[config.mk]
export PLATFORM = sky130hd
export DESIGN_NAME = sram_arbiter_flat
export DESIGN_NICKNAME = d
export VERILOG_FILES = /design/src/rtl/sram_pkg.sv /design/src/rtl/sram_arbiter_if.sv /design/src/rtl/rr_arbiter2.sv /design/src/rtl/sram_arbiter.sv /design/src/flat_wrapper.sv
export SDC_FILE = /design/constraint.sdc
export NUM_CORES = 1
export LEC_CHECK = 0
export CORE_UTILIZATION = 42
export CTS_BUF_LIST = sky130_fd_sc_hd__clkbuf_4
export DETAILED_ROUTE_END_ITERATION = 7
export GPL_TIMING_DRIVEN = 0
export PLACE_DENSITY_LB_ADDON = 0.12
export SLEW_MARGIN = 30
export SYNTH_ARGS = -nofsm -noshare
export SYNTH_HDL_FRONTEND = slang
export SYNTH_SLANG_ARGS = --single-unit
export TNS_END_PERCENT = 50
[constraint.sdc]
create_clock -name Clk -period 3.7 [get_ports Clk]
set_input_delay 0.74 -clock Clk [delete_from_list [all_inputs] [get_ports Clk]]
set_output_delay 0.74 -clock Clk [all_outputs]
set_load 0.1 [all_outputs]
[src/rtl/sram_pkg.sv]
// Shared types and constants for the two-port SRAM arbiter.
package sram_pkg;

  typedef enum logic [1:0] {
    IDLE,
    ACCESS,
    RECOVER
  } state_t;

  typedef logic port_t;

  localparam int unsigned NUM_PORTS     = 2;
  localparam logic        CTRL_INACTIVE = 1'b1;

endpackage

[src/rtl/sram_arbiter_if.sv]
// Requester-side bundle: both ports' request payloads plus shared read data and per-port Ack.
interface sram_arbiter_if
  import sram_pkg::*;
#(
  parameter int unsigned ADDR_W = 20,
  parameter int unsigned DATA_W = 16
) ();

  logic [NUM_PORTS-1:0]             Req;
  logic [NUM_PORTS-1:0]             Wr;
  logic [NUM_PORTS-1:0][1:0]        BE;
  logic [NUM_PORTS-1:0][ADDR_W-1:0] Addr;
  logic [NUM_PORTS-1:0][DATA_W-1:0] WData;
  logic [DATA_W-1:0]                RData;
  logic [NUM_PORTS-1:0]             Ack;

  modport master (
    output Req, Wr, BE, Addr, WData,
    input  RData, Ack
  );

  modport slave (
    input  Req, Wr, BE, Addr, WData,
    output RData, Ack
  );

endinterface

[src/rtl/rr_arbiter2.sv]
// Two-way grant selection (round-robin or fixed priority) with a registered fairness pointer.
module rr_arbiter2
  import sram_pkg::*;
#(
  parameter int unsigned FAIR = 1
) (
  input  logic                 clk,
  input  logic                 reset,
  input  logic [NUM_PORTS-1:0] req,
  input  logic                 done,
  input  port_t                done_port,
  output logic                 grant_valid_c,
  output port_t                grant_c
);

  // ptr names the port preferred when both request; reset prefers port 0.
  port_t ptr;

  always_ff @(posedge clk) begin
    if (reset) begin
      ptr <= 1'b0;
    end else if (done) begin
      ptr <= ~done_port;
    end
  end

  always_comb begin
    grant_valid_c = |req;
    grant_c       = 1'b0;
    if (FAIR != 0) begin
      grant_c = (req == 2'b11) ? ptr : port_t'(req[1]);
    end else begin
      grant_c = port_t'(~req[0]);
    end
  end

endmodule

[src/rtl/sram_arbiter.sv]
// Two-port arbiter and timing sequencer for an external asynchronous SRAM.
// Each access is a grant, ACCESS_CYCLES of strobe, then one recovery cycle carrying the Ack.
module sram_arbiter
  import sram_pkg::*;
#(
  parameter int unsigned ADDR_W        = 20,
  parameter int unsigned DATA_W        = 16,
  parameter int unsigned ACCESS_CYCLES = 2,
  parameter int unsigned FAIR          = 1
) (
  input  logic              Clk,
  input  logic              Reset,
  sram_arbiter_if.slave     bus,
  output logic [ADDR_W-1:0] A,
  output logic [DATA_W-1:0] Data_to_SRAM,
  input  logic [DATA_W-1:0] Data_from_SRAM,
  output logic              Data_oe,
  output logic              CE,
  output logic              OE,
  output logic              WE,
  output logic              UB,
  output logic              LB
);

  localparam int unsigned CNT_W = (ACCESS_CYCLES > 1) ? $clog2(ACCESS_CYCLES) : 1;

  if (ACCESS_CYCLES < 1) begin : g_bad_access_cycles
    $error("sram_arbiter: ACCESS_CYCLES must be at least 1");
  end

  state_t               state, state_nx;
  logic [CNT_W-1:0]     cnt, cnt_nx;
  logic                 load_c, capture_c, done_c;
  logic                 grant_valid_c;
  port_t                grant_c;

  logic                 lat_wr;
  logic [1:0]           lat_be;
  port_t                lat_port;

  logic                 wr_nx;
  logic [1:0]           be_nx;
  port_t                port_nx;
  logic                 ce_nx, oe_nx, we_nx, ub_nx, lb_nx, doe_nx;
  logic [NUM_PORTS-1:0] ack_nx;

  rr_arbiter2 #(.FAIR(FAIR)) u_arb (
    .clk           (Clk),
    .reset         (Reset),
    .req           (bus.Req),
    .done          (done_c),
    .done_port     (lat_port),
    .grant_valid_c (grant_valid_c),
    .grant_c       (grant_c)
  );

  // State register.
  always_ff @(posedge Clk) begin
    if (Reset) begin
      state <= IDLE;
      cnt   <= '0;
    end else begin
      state <= state_nx;
      cnt   <= cnt_nx;
    end
  end

  // Next-state and sequencing strobes.
  always_comb begin
    state_nx  = state;
    cnt_nx    = cnt;
    load_c    = 1'b0;
    capture_c = 1'b0;
    done_c    = 1'b0;
    case (state)
      IDLE: begin
        if (grant_valid_c) begin
          load_c   = 1'b1;
          state_nx = ACCESS;
          cnt_nx   = CNT_W'(ACCESS_CYCLES - 1);
        end
      end
      ACCESS: begin
        if (cnt == '0) begin
          capture_c = ~lat_wr;
          state_nx  = RECOVER;
        end else begin
          cnt_nx = cnt - CNT_W'(1);
        end
      end
      RECOVER: begin
        done_c   = 1'b1;
        state_nx = IDLE;
      end
      default: state_nx = IDLE;
    endcase
  end

  // Pin values for the coming cycle, decoded from the next state so every pin is a flop.
  always_comb begin
    wr_nx   = load_c ? bus.Wr[grant_c] : lat_wr;
    be_nx   = load_c ? bus.BE[grant_c] : lat_be;
    port_nx = load_c ? grant_c : lat_port;
    ce_nx   = CTRL_INACTIVE;
    oe_nx   = CTRL_INACTIVE;
    we_nx   = CTRL_INACTIVE;
    ub_nx   = CTRL_INACTIVE;
    lb_nx   = CTRL_INACTIVE;
    doe_nx  = 1'b0;
    ack_nx  = '0;
    case (state_nx)
      ACCESS: begin
        ce_nx  = 1'b0;
        oe_nx  = wr_nx;
        we_nx  = ~wr_nx;
        ub_nx  = ~be_nx[1];
        lb_nx  = ~be_nx[0];
        doe_nx = wr_nx;
      end
      RECOVER: begin
        // WE/OE release while CE, byte lanes and write data hold for one more cycle.
        ce_nx           = 1'b0;
        ub_nx           = ~be_nx[1];
        lb_nx           = ~be_nx[0];
        doe_nx          = wr_nx;
        ack_nx[port_nx] = 1'b1;
      end
      default: ;
    endcase
  end

  // Request latches, captured read data and registered pins.
  always_ff @(posedge Clk) begin
    if (Reset) begin
      A            <= '0;
      Data_to_SRAM <= '0;
      lat_wr       <= 1'b0;
      lat_be       <= '0;
      lat_port     <= 1'b0;
      bus.RData    <= '0;
      bus.Ack      <= '0;
      CE           <= CTRL_INACTIVE;
      OE           <= CTRL_INACTIVE;
      WE           <= CTRL_INACTIVE;
      UB           <= CTRL_INACTIVE;
      LB           <= CTRL_INACTIVE;
      Data_oe      <= 1'b0;
    end else begin
      if (load_c) begin
        A            <= bus.Addr[grant_c];
        Data_to_SRAM <= bus.WData[grant_c];
        lat_wr       <= bus.Wr[grant_c];
        lat_be       <= bus.BE[grant_c];
        lat_port     <= grant_c;
      end
      if (capture_c) begin
        bus.RData <= Data_from_SRAM;
      end
      bus.Ack <= ack_nx;
      CE      <= ce_nx;
      OE      <= oe_nx;
      WE      <= we_nx;
      UB      <= ub_nx;
      LB      <= lb_nx;
      Data_oe <= doe_nx;
    end
  end

endmodule

[src/flat_wrapper.sv]
// flat-port wrapper written by rule: the top's interface ports become plain ports
module sram_arbiter_flat import sram_pkg::*;
#(
  parameter int unsigned ADDR_W        = 20,
  parameter int unsigned DATA_W        = 16,
  parameter int unsigned ACCESS_CYCLES = 2,
  parameter int unsigned FAIR          = 1
)
  (Clk, Reset, A, Data_to_SRAM, Data_from_SRAM, Data_oe, CE, OE, WE, UB, LB, bus_Req, bus_Wr, bus_BE, bus_Addr, bus_WData, bus_RData, bus_Ack);
  sram_arbiter_if #(.ADDR_W(ADDR_W), .DATA_W(DATA_W)) bus_i ();
  input  logic Clk;
  input  logic Reset;
  output logic [ADDR_W-1:0] A;
  output logic [DATA_W-1:0] Data_to_SRAM;
  input  logic [DATA_W-1:0] Data_from_SRAM;
  output logic Data_oe;
  output logic CE;
  output logic OE;
  output logic WE;
  output logic UB;
  output logic LB;
  input wire logic [$bits(bus_i.Req)-1:0] bus_Req;
  input wire logic [$bits(bus_i.Wr)-1:0] bus_Wr;
  input wire logic [$bits(bus_i.BE)-1:0] bus_BE;
  input wire logic [$bits(bus_i.Addr)-1:0] bus_Addr;
  input wire logic [$bits(bus_i.WData)-1:0] bus_WData;
  output wire logic [$bits(bus_i.RData)-1:0] bus_RData;
  output wire logic [$bits(bus_i.Ack)-1:0] bus_Ack;
  assign bus_i.Req = bus_Req;
  assign bus_i.Wr = bus_Wr;
  assign bus_i.BE = bus_BE;
  assign bus_i.Addr = bus_Addr;
  assign bus_i.WData = bus_WData;
  assign bus_RData = bus_i.RData;
  assign bus_Ack = bus_i.Ack;
  sram_arbiter #(.ADDR_W(ADDR_W), .DATA_W(DATA_W), .ACCESS_CYCLES(ACCESS_CYCLES), .FAIR(FAIR)) u_core (.Clk(Clk), .Reset(Reset), .bus(bus_i), .A(A), .Data_to_SRAM(Data_to_SRAM), .Data_from_SRAM(Data_from_SRAM), .Data_oe(Data_oe), .CE(CE), .OE(OE), .WE(WE), .UB(UB), .LB(LB));
endmodule
==> reports/metrics.cfg, run 1 <==
[run_status]
outcome=finished, final reports clean

[yosys]
yosysWarnings=0
yosysTopAreaCell=dfxtp_1
syn_area_sq_mm=0.00296
synth_cell_type_count=30
seq_area_frac_synth=0.460
synth_nets=454
avgSynthCellArea_sq_um=8.36
synth.ff_latch_count=68
synthCells=354
yosysMostFrequentCell=dfxtp_1
synthArstFlopShare=0
synth_edf_count=0
synth.area.top_cells=dfxtp_1, a311oi_1, a21oi_1
synth_top_area_frac=0.460
synthTopCellsByCount=dfxtp_1, a21oi_1, a311oi_1, nand3_1, nand2_1
synthFlopType=dfxtp_1

[setup_path]
r2r_slack_ns=1.94
cp_num_buf_inv=1
critPathCaptureType=output port
r2r_start=u_core.state[0]
crit_family=buffers and inverters
reg2reg_to=u_core.UB
arrival_ns=1.92
cp_max_fo=2
critPathRequiredTime_ns=2.96
crit_path_max_incr_delay_ns=1.14
slowest_stage=clkdlybuf4s50_1
reg2regPathDepth=7
crit_type=flip-flop to output port
critPathLaunchType=flip-flop
crit_chain=clkdlybuf4s50_1

[cells_and_area]
drive_gt1_frac=0.0705
multi_input_area_sq_mm=0.00138
fin_nets=620
antenna_cells=0
seq_area_sq_mm=0.00136
fillers=602
syn_to_final_growth_pct=61.1

[drt]
drt_iter0_drc=165
detail_route.drc_violations=0
ant_nets=0
vias=3368
viasPerCell=5.42
wl_per_cell_microns=15.0
postRouteWirelength_microns=9330
dr.pass1.iters=4

[clock_network]
clk_pin_slew_ns=0.12
cts_max_level=3
clock-sinks=68
clock-root-buffer=clkbuf_4
cts.repair.resized=0
cts_buffers=9
cts_setup_buffers=0
ctsHoldBuffers=0
cts_tree=done
clkLatencyLatePin_ns=0.40
clk_path_buf_depth=2

[global_route]
met1_usage=0.293
antenna_found_initial=0
grtUsageMet3=0.0751
grt_use_total=0.253
use_met2=0.429
globalRouteOverflowTotal=0
busiest_layer=met2
grt_pass1_wl_microns=14800
grt_max_degree=13
grt_pass1_vias=3257

[floorplan]
dieArea_sq_mm=0.00738
dieHeight_microns=85.9
ioPinCount=158
die_w_microns=85.9
rows=30
start_util=0.435
coreArea_sq_mm=0.00679

[sta]
post-route-period-util=0.719
max_freq_ghz=0.376
rsz0062_at_grt=no
setup_ws_ns=1.04
min_period_ns=2.66
drv_slew=0
hold_slack_ns=0.448
timing_hold_violations_final=0
setup_viol=0
relSlewSlack=0.322
tns_ns=0
finClkSkew_ns=0.00785
worst_pin_slew_ns=1.01

[worst_hold_path]
min_path_cells=1
min_from=u_core.lat_port
hold_path_class=flip-flop to flip-flop
whs_endpoint=u_core.u_arb.ptr

[placed_design]
gp_congestion=0.835
port_buffers=155
dp_slack_ns=1.07
hpwl_microns=6860

[power]
power_leakage_uw=0.00169
power_density_mw_per_mm2=513
vdd_drop_max_v=0.000296

[job]
max_cap_violations=0

## cells in the final DEF (no fill, tap or decap), drive strengths merged
master,instances
clkdlybuf4s50,155
dfxtp,68
a21oi,57
o21ai,39
nand3,38
a311oi,38
nand2,34
clkbuf,31
buf,18
inv,7
nor2,7
nor2b,3
nand2b,3
a211oi,3
clkinvlp,3
clkinv,3
a211o,2
or2,2
a311o,2
ha,2
nor4b,1
or4b,1
a31oi,1
o22ai,1
a21boi,1
o221ai,1
a32oi,1
and3b,1
o221a,1
bufinv,1
## per-stage QoR
step | instance area [sq um] | instances | util | power [uW]
after floorplan | 2960 | 354 | - | 1670
after global placement | 4630 | 605 | 0.681 | 1980
after detailed placement | 4630 | 605 | 0.681 | 1990
after CTS | 4760 | 621 | 0.701 | 2450
after global routing | 4760 | 621 | 0.701 | 2540
final | 4760 | 621 | 0.701 | 2440
## report_power, final
group	leakage, uW	switching [uW]	internal [uW]
registers	0.000561	48.5	818
logic	0.00106	787	322
clock network	0.0000677	269	202
total	0.00169	1100	1340
## per-layer routing
metal	vias to the layer above	part of all wire
met2	133	0.50
met5	-	0
li1	1651	-
met4	0	0.016
met1	1572	0.41
met3	12	0.074
## registers in the layout, summed over array words and instances (netlist names)
register and cells:
u_core.A 20, u_core.CE 1, u_core.Data_oe 1, u_core.Data_to_SRAM 16, u_core.LB 1, u_core.OE 1
u_core.UB 1, u_core.WE 1, u_core.bus.Ack 2, u_core.bus.RData 16, u_core.cnt 1, u_core.lat_be 2
u_core.lat_port 1, u_core.lat_wr 1, u_core.state 2, u_core.u_arb.ptr 1
## cells by family (layout without fill, tap and decap cells)
| family | count (synthesis) | after routing | synth area share |
|---|---|---|---|
| AOI/OAI and AO/OA | 147 | 147 | 0.312 |
| and+or+nand+nor | 90 | 90 | 0.148 |
| adders and majority gates | 2 | 2 | 0.00846 |
| buffers and inverters | 47 | 218 | 0.0719 |
| DFF | 68 | 68 | 0.460 |
## how the worst max path moves through the flow
stage	start	endpoint	slack [ns]	cells after the start
CTS	u_core.Data_to_SRAM[14]	Data_to_SRAM[14]	1.04	1
global placement	bus_Req[0]	u_core.UB	1.09	8
finish	u_core.A[18]	A[18]	1.04	1
global route	u_core.Data_to_SRAM[12]	Data_to_SRAM[12]	0.99	1
floorplan	bus_Req[1]	u_core.UB	1.61	8
detailed placement	bus_Req[0]	u_core.UB	1.07	8
## layout make-up
type / count / share of cell area
Tap cell: 96 / 0.0252
Buffer: 40 / 0.0391
Sequential cell: 68 / 0.286
Multi-Input combinational cell: 239 / 0.290
Clock buffer: 9 / 0.0142
Inverter: 7 / 0.00551
Timing Repair Buffer: 155 / 0.326
Clock inverter: 7 / 0.0142
Note: power is estimated with default switching activity, not from simulation.
==> run 2, diff against run 1 <==
- CORE_UTILIZATION: 42 -> 40
- clock period: 3.7 -> 2.7 ns (I/O delays scaled with it)
==> run 2 against run 1 <==
  * Flip-flop and latch count is the same
  * Clock power grew 58%
  * Cell count is the same
  * Highest routed layer unchanged
  * Core utilization shrank 1.5 points
  * Sequential share of layout area shrank 0.14 points
  * Die area grew 4.9%
  * Critical path type unchanged
  * Via count grew 0.30%
  * Cell area grew 0.50%
  * Hold slack gained 0.0040 ns
==> reports/metrics.cfg, run 2 (synthesis gave the netlist of run 1 again) <==
[run_status]
outcome=finished, final reports clean  ; unchanged

[cells_and_area]
top_register=u_core.A  ; unchanged
final_cell_mix=clkdlybuf4s50_1, dfxtp_1, a21oi_1  ; unchanged
syn_to_final_growth_pct=61.9  ; was 61.1%
layout_commonest_cell=clkdlybuf4s50_1  ; unchanged
largest_reg_flops=20  ; unchanged
antenna_cells=0  ; unchanged
fin_nets=620  ; unchanged
top_regs=u_core.A (20), u_core.Data_to_SRAM (16), u_core.bus.RData (16)  ; unchanged
drive_gt1_frac=0.0667  ; was 0.0705
fillers=610  ; was 602

[sta]
tns_ns=0  ; unchanged
drv_slew=0  ; unchanged
timing_hold_violations_final=0  ; unchanged
max_freq_ghz=0.405
rsz0062_at_grt=no  ; unchanged
min_period_ns=2.47
finClkSkew_ns=0.0158  ; was 0.00785 ns
post-route-period-util=0.915
worst_pin_slew_ns=1.03  ; was 1.01 ns
relSlewSlack=0.312  ; was 0.322
setup_viol=0  ; unchanged

[placed_design]
gp_congestion=0.808  ; was 0.835
port_buffers=155  ; unchanged
hpwl_microns=7120  ; was 6860 microns

[power]
p_switching_uw=1520  ; was 1100 uW
power_density_mw_per_mm2=721  ; was 513 mW/mm^2
combPwrFrac=0.442  ; was 0.453
power_uw=3450  ; was 2440 uW
sw_frac_of_total=0.440  ; was 0.451
p_int_uw=1930  ; was 1340 uW
clockPowerShare=0.215  ; was 0.192
seqPwrFrac=0.344  ; was 0.354
power_leakage_uw=0.00170  ; was 0.00169 uW
vdd_drop_max_v=0.000363  ; was 0.000296 V

[floorplan]
die_w_microns=88.0  ; was 85.9 microns
rows=30  ; unchanged
dieHeight_microns=88.0  ; was 85.9 microns
coreArea_sq_mm=0.00698  ; was 0.00679 sq mm
dieArea_sq_mm=0.00774  ; was 0.00738 sq mm
start_util=0.424  ; was 0.435
ioPinCount=158  ; unchanged

[global_route]
grt_pass1_wl_microns=14900  ; was 14800 microns
grt_max_degree=13  ; unchanged
globalRouteOverflowTotal=0  ; unchanged
grt_use_total=0.251  ; was 0.253
grt_pass1_vias=3238  ; was 3257
antenna_found_initial=0  ; unchanged

[drt]
drt-met1-wl_microns=3970  ; was 3830 microns
ant_nets=0  ; unchanged
dr.pass1.iters=4  ; unchanged
drt_iter0_drc=165  ; unchanged
wl_per_cell_microns=15.4  ; was 15.0 microns
vias=3378  ; was 3368
detail_route.drc_violations=0  ; unchanged
met2WireLength_microns=4540  ; was 4660 microns
viasPerCell=5.44  ; was 5.42
met3_length_microns=765  ; was 690 microns
postRouteWirelength_microns=9580  ; was 9330 microns
top_layer=met4  ; unchanged

[setup_path]
slowest_stage=clkdlybuf4s50_1  ; unchanged
arrival_ns=1.93  ; was 1.92 ns
cp_num_buf_inv=1  ; unchanged
crit_path_max_incr_delay_ns=1.15  ; was 1.14 ns
crit_family=buffers and inverters  ; unchanged
cp_max_fo=2  ; unchanged
crit_type=flip-flop to output port  ; unchanged
critPathRequiredTime_ns=2.16  ; was 2.96 ns
critPathLaunchType=flip-flop  ; unchanged
critPathCaptureType=output port  ; unchanged
crit_chain=clkdlybuf4s50_1  ; unchanged

[clock_network]
cts_tree=done  ; unchanged
clock-root-buffer=clkbuf_4  ; unchanged
clock-sinks=68  ; unchanged
ctsHoldBuffers=0  ; unchanged
cts.repair.resized=0  ; unchanged
clk_path_buf_depth=2  ; unchanged
clkLatencyLatePin_ns=0.41  ; was 0.40 ns
clk_pin_slew_ns=0.11  ; was 0.12 ns
cts_setup_buffers=0  ; unchanged
cts_buffers=9  ; unchanged
cts_max_level=3  ; unchanged

[job]
max_cap_violations=0  ; unchanged

[worst_hold_path]
hold_path_class=flip-flop to flip-flop  ; unchanged

[run 2: cell count changes in the layout (fill, tap and decap cells not counted), sizes merged]
cell and change:
bufinv +1, clkinvlp -1
[run 2: worst paths after layout]
path                           end              startpoint  depth (start not counted)  slack, ns
hold reg to reg   u_core.u_arb.ptr         u_core.lat_port                          1       0.45
setup reg to reg         u_core.UB         u_core.state[0]                          7       0.93
setup / recovery   Data_to_SRAM[2]  u_core.Data_to_SRAM[2]                          1       0.23
hold / removal    u_core.u_arb.ptr         u_core.lat_port                          1       0.45
[run 2: power groups by stage]
stage / Sequential [uW] / Combinational, uW / Clock (uW)
4_1_cts: 1190 / 1520 / 753
3_3_place_gp: 1200 / 1510 / 0
3_5_place_dp: 1210 / 1520 / 0
2_1_floorplan: 1940 / 339 / 0
5_1_grt: 1200 / 1590 / 799
6_report: 1190 / 1520 / 741
[run 2: metrics by stage]
stage | util | area [sq um] | setup WS, ns | std cells | hold slack, ns
after floorplan | - | 2960 | 0.814 | 354 | 0.407
after detailed placement | 0.663 | 4630 | 0.249 | 605 | 0.432
after global routing | 0.686 | 4790 | 0.177 | 621 | 0.458
after global placement | 0.663 | 4630 | 0.284 | 605 | 0.417
after CTS | 0.686 | 4790 | 0.215 | 621 | 0.452
final | 0.686 | 4790 | 0.230 | 621 | 0.452
[run 2: layer usage]
layer,track usage,vias to the layer above
met2,0.419,152
met5,0,-
met1,0.294,1550
met4,0.133,0
li1,-,1649
met3,0.0669,27
[run 2: final cells by class]
class | instances | area, sq um | share of cell area
Buffer | 40 | 186 | 0.0389
Clock buffer | 9 | 67.6 | 0.0141
Clock inverter | 7 | 91.3 | 0.0191
Inverter | 7 | 26.3 | 0.00549
Multi-Input combinational cell | 239 | 1380 | 0.289
Sequential cell | 68 | 1360 | 0.284
Tap cell | 96 | 120 | 0.0251
Timing Repair Buffer | 155 | 1550 | 0.324
==> run 3, diff against run 2 <==
- ABC_AREA: default -> 1
- CORE_UTILIZATION: 40 -> 41
==> run 3 against run 2 <==
  * Core utilization shrank 0.96 points
  * Flip-flop and latch count unchanged
  * Clock-buffer cell count stayed put
  * Worst setup slack got worse by 0.0033 ns
  * Area after synthesis up 2.9%
  * Register-to-register slack gained 0.05 ns
  * Synthesized cell count grew 31%
  * Die area up 0.40%
  * Global-route usage decreased by 1.8 points
  * Cell count grew 18%
==> reports/metrics.cfg, run 3 <==
[cells_and_area]
syn_to_final_growth_pct=60.3  ; was 61.9%
final_cells=733  ; was 621
layout_commonest_cell=clkdlybuf4s50_1  ; unchanged
fin_nets=729  ; was 620
top_regs=u_core.A (20), u_core.Data_to_SRAM (16), u_core.bus.RData (16)  ; unchanged
antenna_cells=0  ; unchanged
final_util=0.676  ; was 0.686
final_cell_mix=clkdlybuf4s50_1, nand2_1, nand3_1  ; was clkdlybuf4s50_1, dfxtp_1, a21oi_1
drive_gt1_frac=0.0584  ; was 0.0667
largest_reg_flops=20  ; unchanged
top_register=u_core.A  ; unchanged

[setup_path]
reg2reg_to=u_core.Data_oe  ; was u_core.UB
cp_max_fo=2  ; unchanged
reg2regPathDepth=9  ; was 7
slowest_stage=clkdlybuf4s50_1  ; unchanged
crit_family=buffers and inverters  ; unchanged
arrival_ns=1.93  ; about the same
critPathRequiredTime_ns=2.16  ; about the same
crit_chain=clkdlybuf4s50_1  ; unchanged
crit_type=flip-flop to output port  ; unchanged
crit_path_max_incr_delay_ns=1.16  ; was 1.15 ns
cp_num_buf_inv=1  ; unchanged
r2r_slack_ns=0.98  ; was 0.93 ns
critPathCaptureType=output port  ; unchanged
r2r_start=u_core.state[0]  ; unchanged
critPathLaunchType=flip-flop  ; unchanged

[drt]
drt_iter0_drc=115  ; was 165
viasPerCell=4.67  ; was 5.44
postRouteWirelength_microns=8910  ; was 9580 microns
ant_nets=0  ; unchanged
vias=3422  ; was 3378
detail_route.drc_violations=0  ; unchanged
dr.pass1.iters=4  ; unchanged
wl_per_cell_microns=12.2  ; was 15.4 microns

[clock_network]
cts_tree=done  ; unchanged
clock-sinks=68  ; unchanged
cts_max_level=3  ; unchanged
ctsHoldBuffers=0  ; unchanged
clk_path_buf_depth=2  ; unchanged
clock-root-buffer=clkbuf_4  ; unchanged
clk_pin_slew_ns=0.13  ; was 0.11 ns
cts_setup_buffers=0  ; unchanged
cts_buffers=9  ; unchanged
clkLatencyLatePin_ns=0.41  ; about the same
cts.repair.resized=0  ; unchanged

[placed_design]
port_buffers=156  ; was 155
gp_congestion=0.818  ; was 0.808
dp_slack_ns=0.337  ; was 0.249 ns
hpwl_microns=6810  ; was 7120 microns
dp_cells=717  ; was 605

[global_route]
globalRouteOverflowTotal=0  ; unchanged
grt_use_total=0.233  ; was 0.251
grt_max_degree=15  ; was 13
grt_pass1_vias=3090  ; was 3238
busiest_layer=met2  ; unchanged
grtUsageMet3=0.0613  ; was 0.0669
antenna_found_initial=0  ; unchanged
met1_usage=0.262  ; was 0.294
use_met2=0.416  ; was 0.419
grt_pass1_wl_microns=14100  ; was 14900 microns

[yosys]
synthFlopType=dfxtp_1  ; unchanged
synthTopCellsByCount=nand2_1, nand3_1, nor2_1  ; was dfxtp_1, a21oi_1, a311oi_1, nand3_1, nand2_1
synth.ff_latch_count=68  ; unchanged
synth_edf_count=0  ; unchanged
synth_cell_type_count=17  ; was 30
synthArstFlopShare=0  ; unchanged
yosysWarnings=0  ; unchanged
yosysMostFrequentCell=nand2_1  ; was dfxtp_1
avgSynthCellArea_sq_um=6.59  ; was 8.36 sq um
synth_nets=562  ; was 454
synth_top_area_frac=0.447  ; was 0.460
syn_area_sq_mm=0.00304  ; was 0.00296 sq mm
yosysTopAreaCell=dfxtp_1  ; unchanged
synthCells=462  ; was 354
synth.area.top_cells=dfxtp_1, nand3_1, nand2_1  ; was dfxtp_1, a311oi_1, a21oi_1
seq_area_frac_synth=0.447  ; was 0.460

[sta]
worst_pin_slew_ns=1.00  ; was 1.03 ns
tns_ns=0  ; unchanged
post-route-period-util=0.916  ; was 0.915
min_period_ns=2.47  ; about the same
timing_hold_violations_final=0  ; unchanged
hold_slack_ns=0.456  ; was 0.452 ns
setup_ws_ns=0.226  ; was 0.230 ns
drv_slew=0  ; unchanged
max_freq_ghz=0.404  ; was 0.405 GHz
relSlewSlack=0.329  ; was 0.312
setup_viol=0  ; unchanged
finClkSkew_ns=0.0121  ; was 0.0158 ns
rsz0062_at_grt=no  ; unchanged

[floorplan]
rows=31  ; was 30
dieHeight_microns=88.2  ; was 88.0 microns
ioPinCount=158  ; unchanged
coreArea_sq_mm=0.00721  ; was 0.00698 sq mm
dieArea_sq_mm=0.00777  ; was 0.00774 sq mm
start_util=0.422  ; was 0.424
die_w_microns=88.2  ; was 88.0 microns

[worst_hold_path]
min_path_cells=1  ; unchanged
min_from=u_core.lat_port  ; unchanged
whs_endpoint=u_core.u_arb.ptr  ; unchanged
hold_path_class=flip-flop to flip-flop  ; unchanged

[power]
p_switching_uw=1510  ; was 1520 uW
power_leakage_uw=0.00226  ; was 0.00170 uW
clockPowerShare=0.211  ; was 0.215
seqPwrFrac=0.349  ; was 0.344
combPwrFrac=0.440  ; was 0.442
sw_frac_of_total=0.452  ; was 0.440
p_int_uw=1830  ; was 1930 uW
power_density_mw_per_mm2=685  ; was 721 mW/mm^2
vdd_drop_max_v=0.000357  ; was 0.000363 V

[run_status]
outcome=finished, final reports clean  ; unchanged

[job]
max_cap_violations=0  ; unchanged

run 3: cell count changes in the layout (fill, tap and decap cells not counted), sizes merged, moves of 3 or more:
cell,delta
nor2,+82
inv,+46
clkbuf,-10
nand2,+72
a311oi,-38
o21ai,-37
a211oi,-3
nand3,+59
nand2b,-3
a21oi,-39
run 3: worst max path at each step:
stage                 start        endpoint  depth (start not counted)
2_1_floorplan    bus_Req[1]  u_core.Data_oe                          9
3_3_place_gp     bus_Req[1]  u_core.Data_oe                         10
3_5_place_dp     bus_Req[1]  u_core.Data_oe                         10
4_1_cts        u_core.A[12]           A[12]                          1
5_1_grt         u_core.A[1]            A[1]                          1
6_report        u_core.A[3]            A[3]                          1
run 3: cells by family after synthesis:
family | after synthesis | synth area share
DFF | 68 | 0.447
AOI/OAI and AO/OA | 20 | 0.0329
and+or+nand+nor | 293 | 0.406
adders and majority gates | 2 | 0.00822
buffers and inverters | 79 | 0.106
run 3: final cells by class:
cell class	instances	area [sq um]
plain buffers	30	138
clock buffers	9	67.6
multi-input cells	315	1360
clock inverters	7	81.3
repair buffers	156	1560
well taps	99	124
flip-flops and latches	68	1360
fillers	657	2340
inverters	49	184
run 3: metrics by stage:
| step | instance area, sq um | total power, uW |
|---|---|---|
| floorplan | 3040 | 2230 |
| global placement | 4730 | 2640 |
| detailed placement | 4730 | 2660 |
| CTS | 4880 | 3360 |
| global route | 4880 | 3510 |
| finish | 4880 | 3340 |
run 3: layer usage:
metal	routed length, microns	vias up
met2	4400	114
met5	0	-
met4	151	0
li1	-	1776
met3	694	14
met1	3670	1518
run 3: power by group through the flow:
| stage | clock [uW] | sequential (uW) | combinational, uW |
|---|---|---|---|
| finish | 706 | 1160 | 1470 |
| global route | 768 | 1180 | 1560 |
| CTS | 721 | 1170 | 1480 |
| detailed placement | 0 | 1190 | 1470 |
| global placement | 0 | 1180 | 1450 |
| floorplan | 0 | 1880 | 354 |
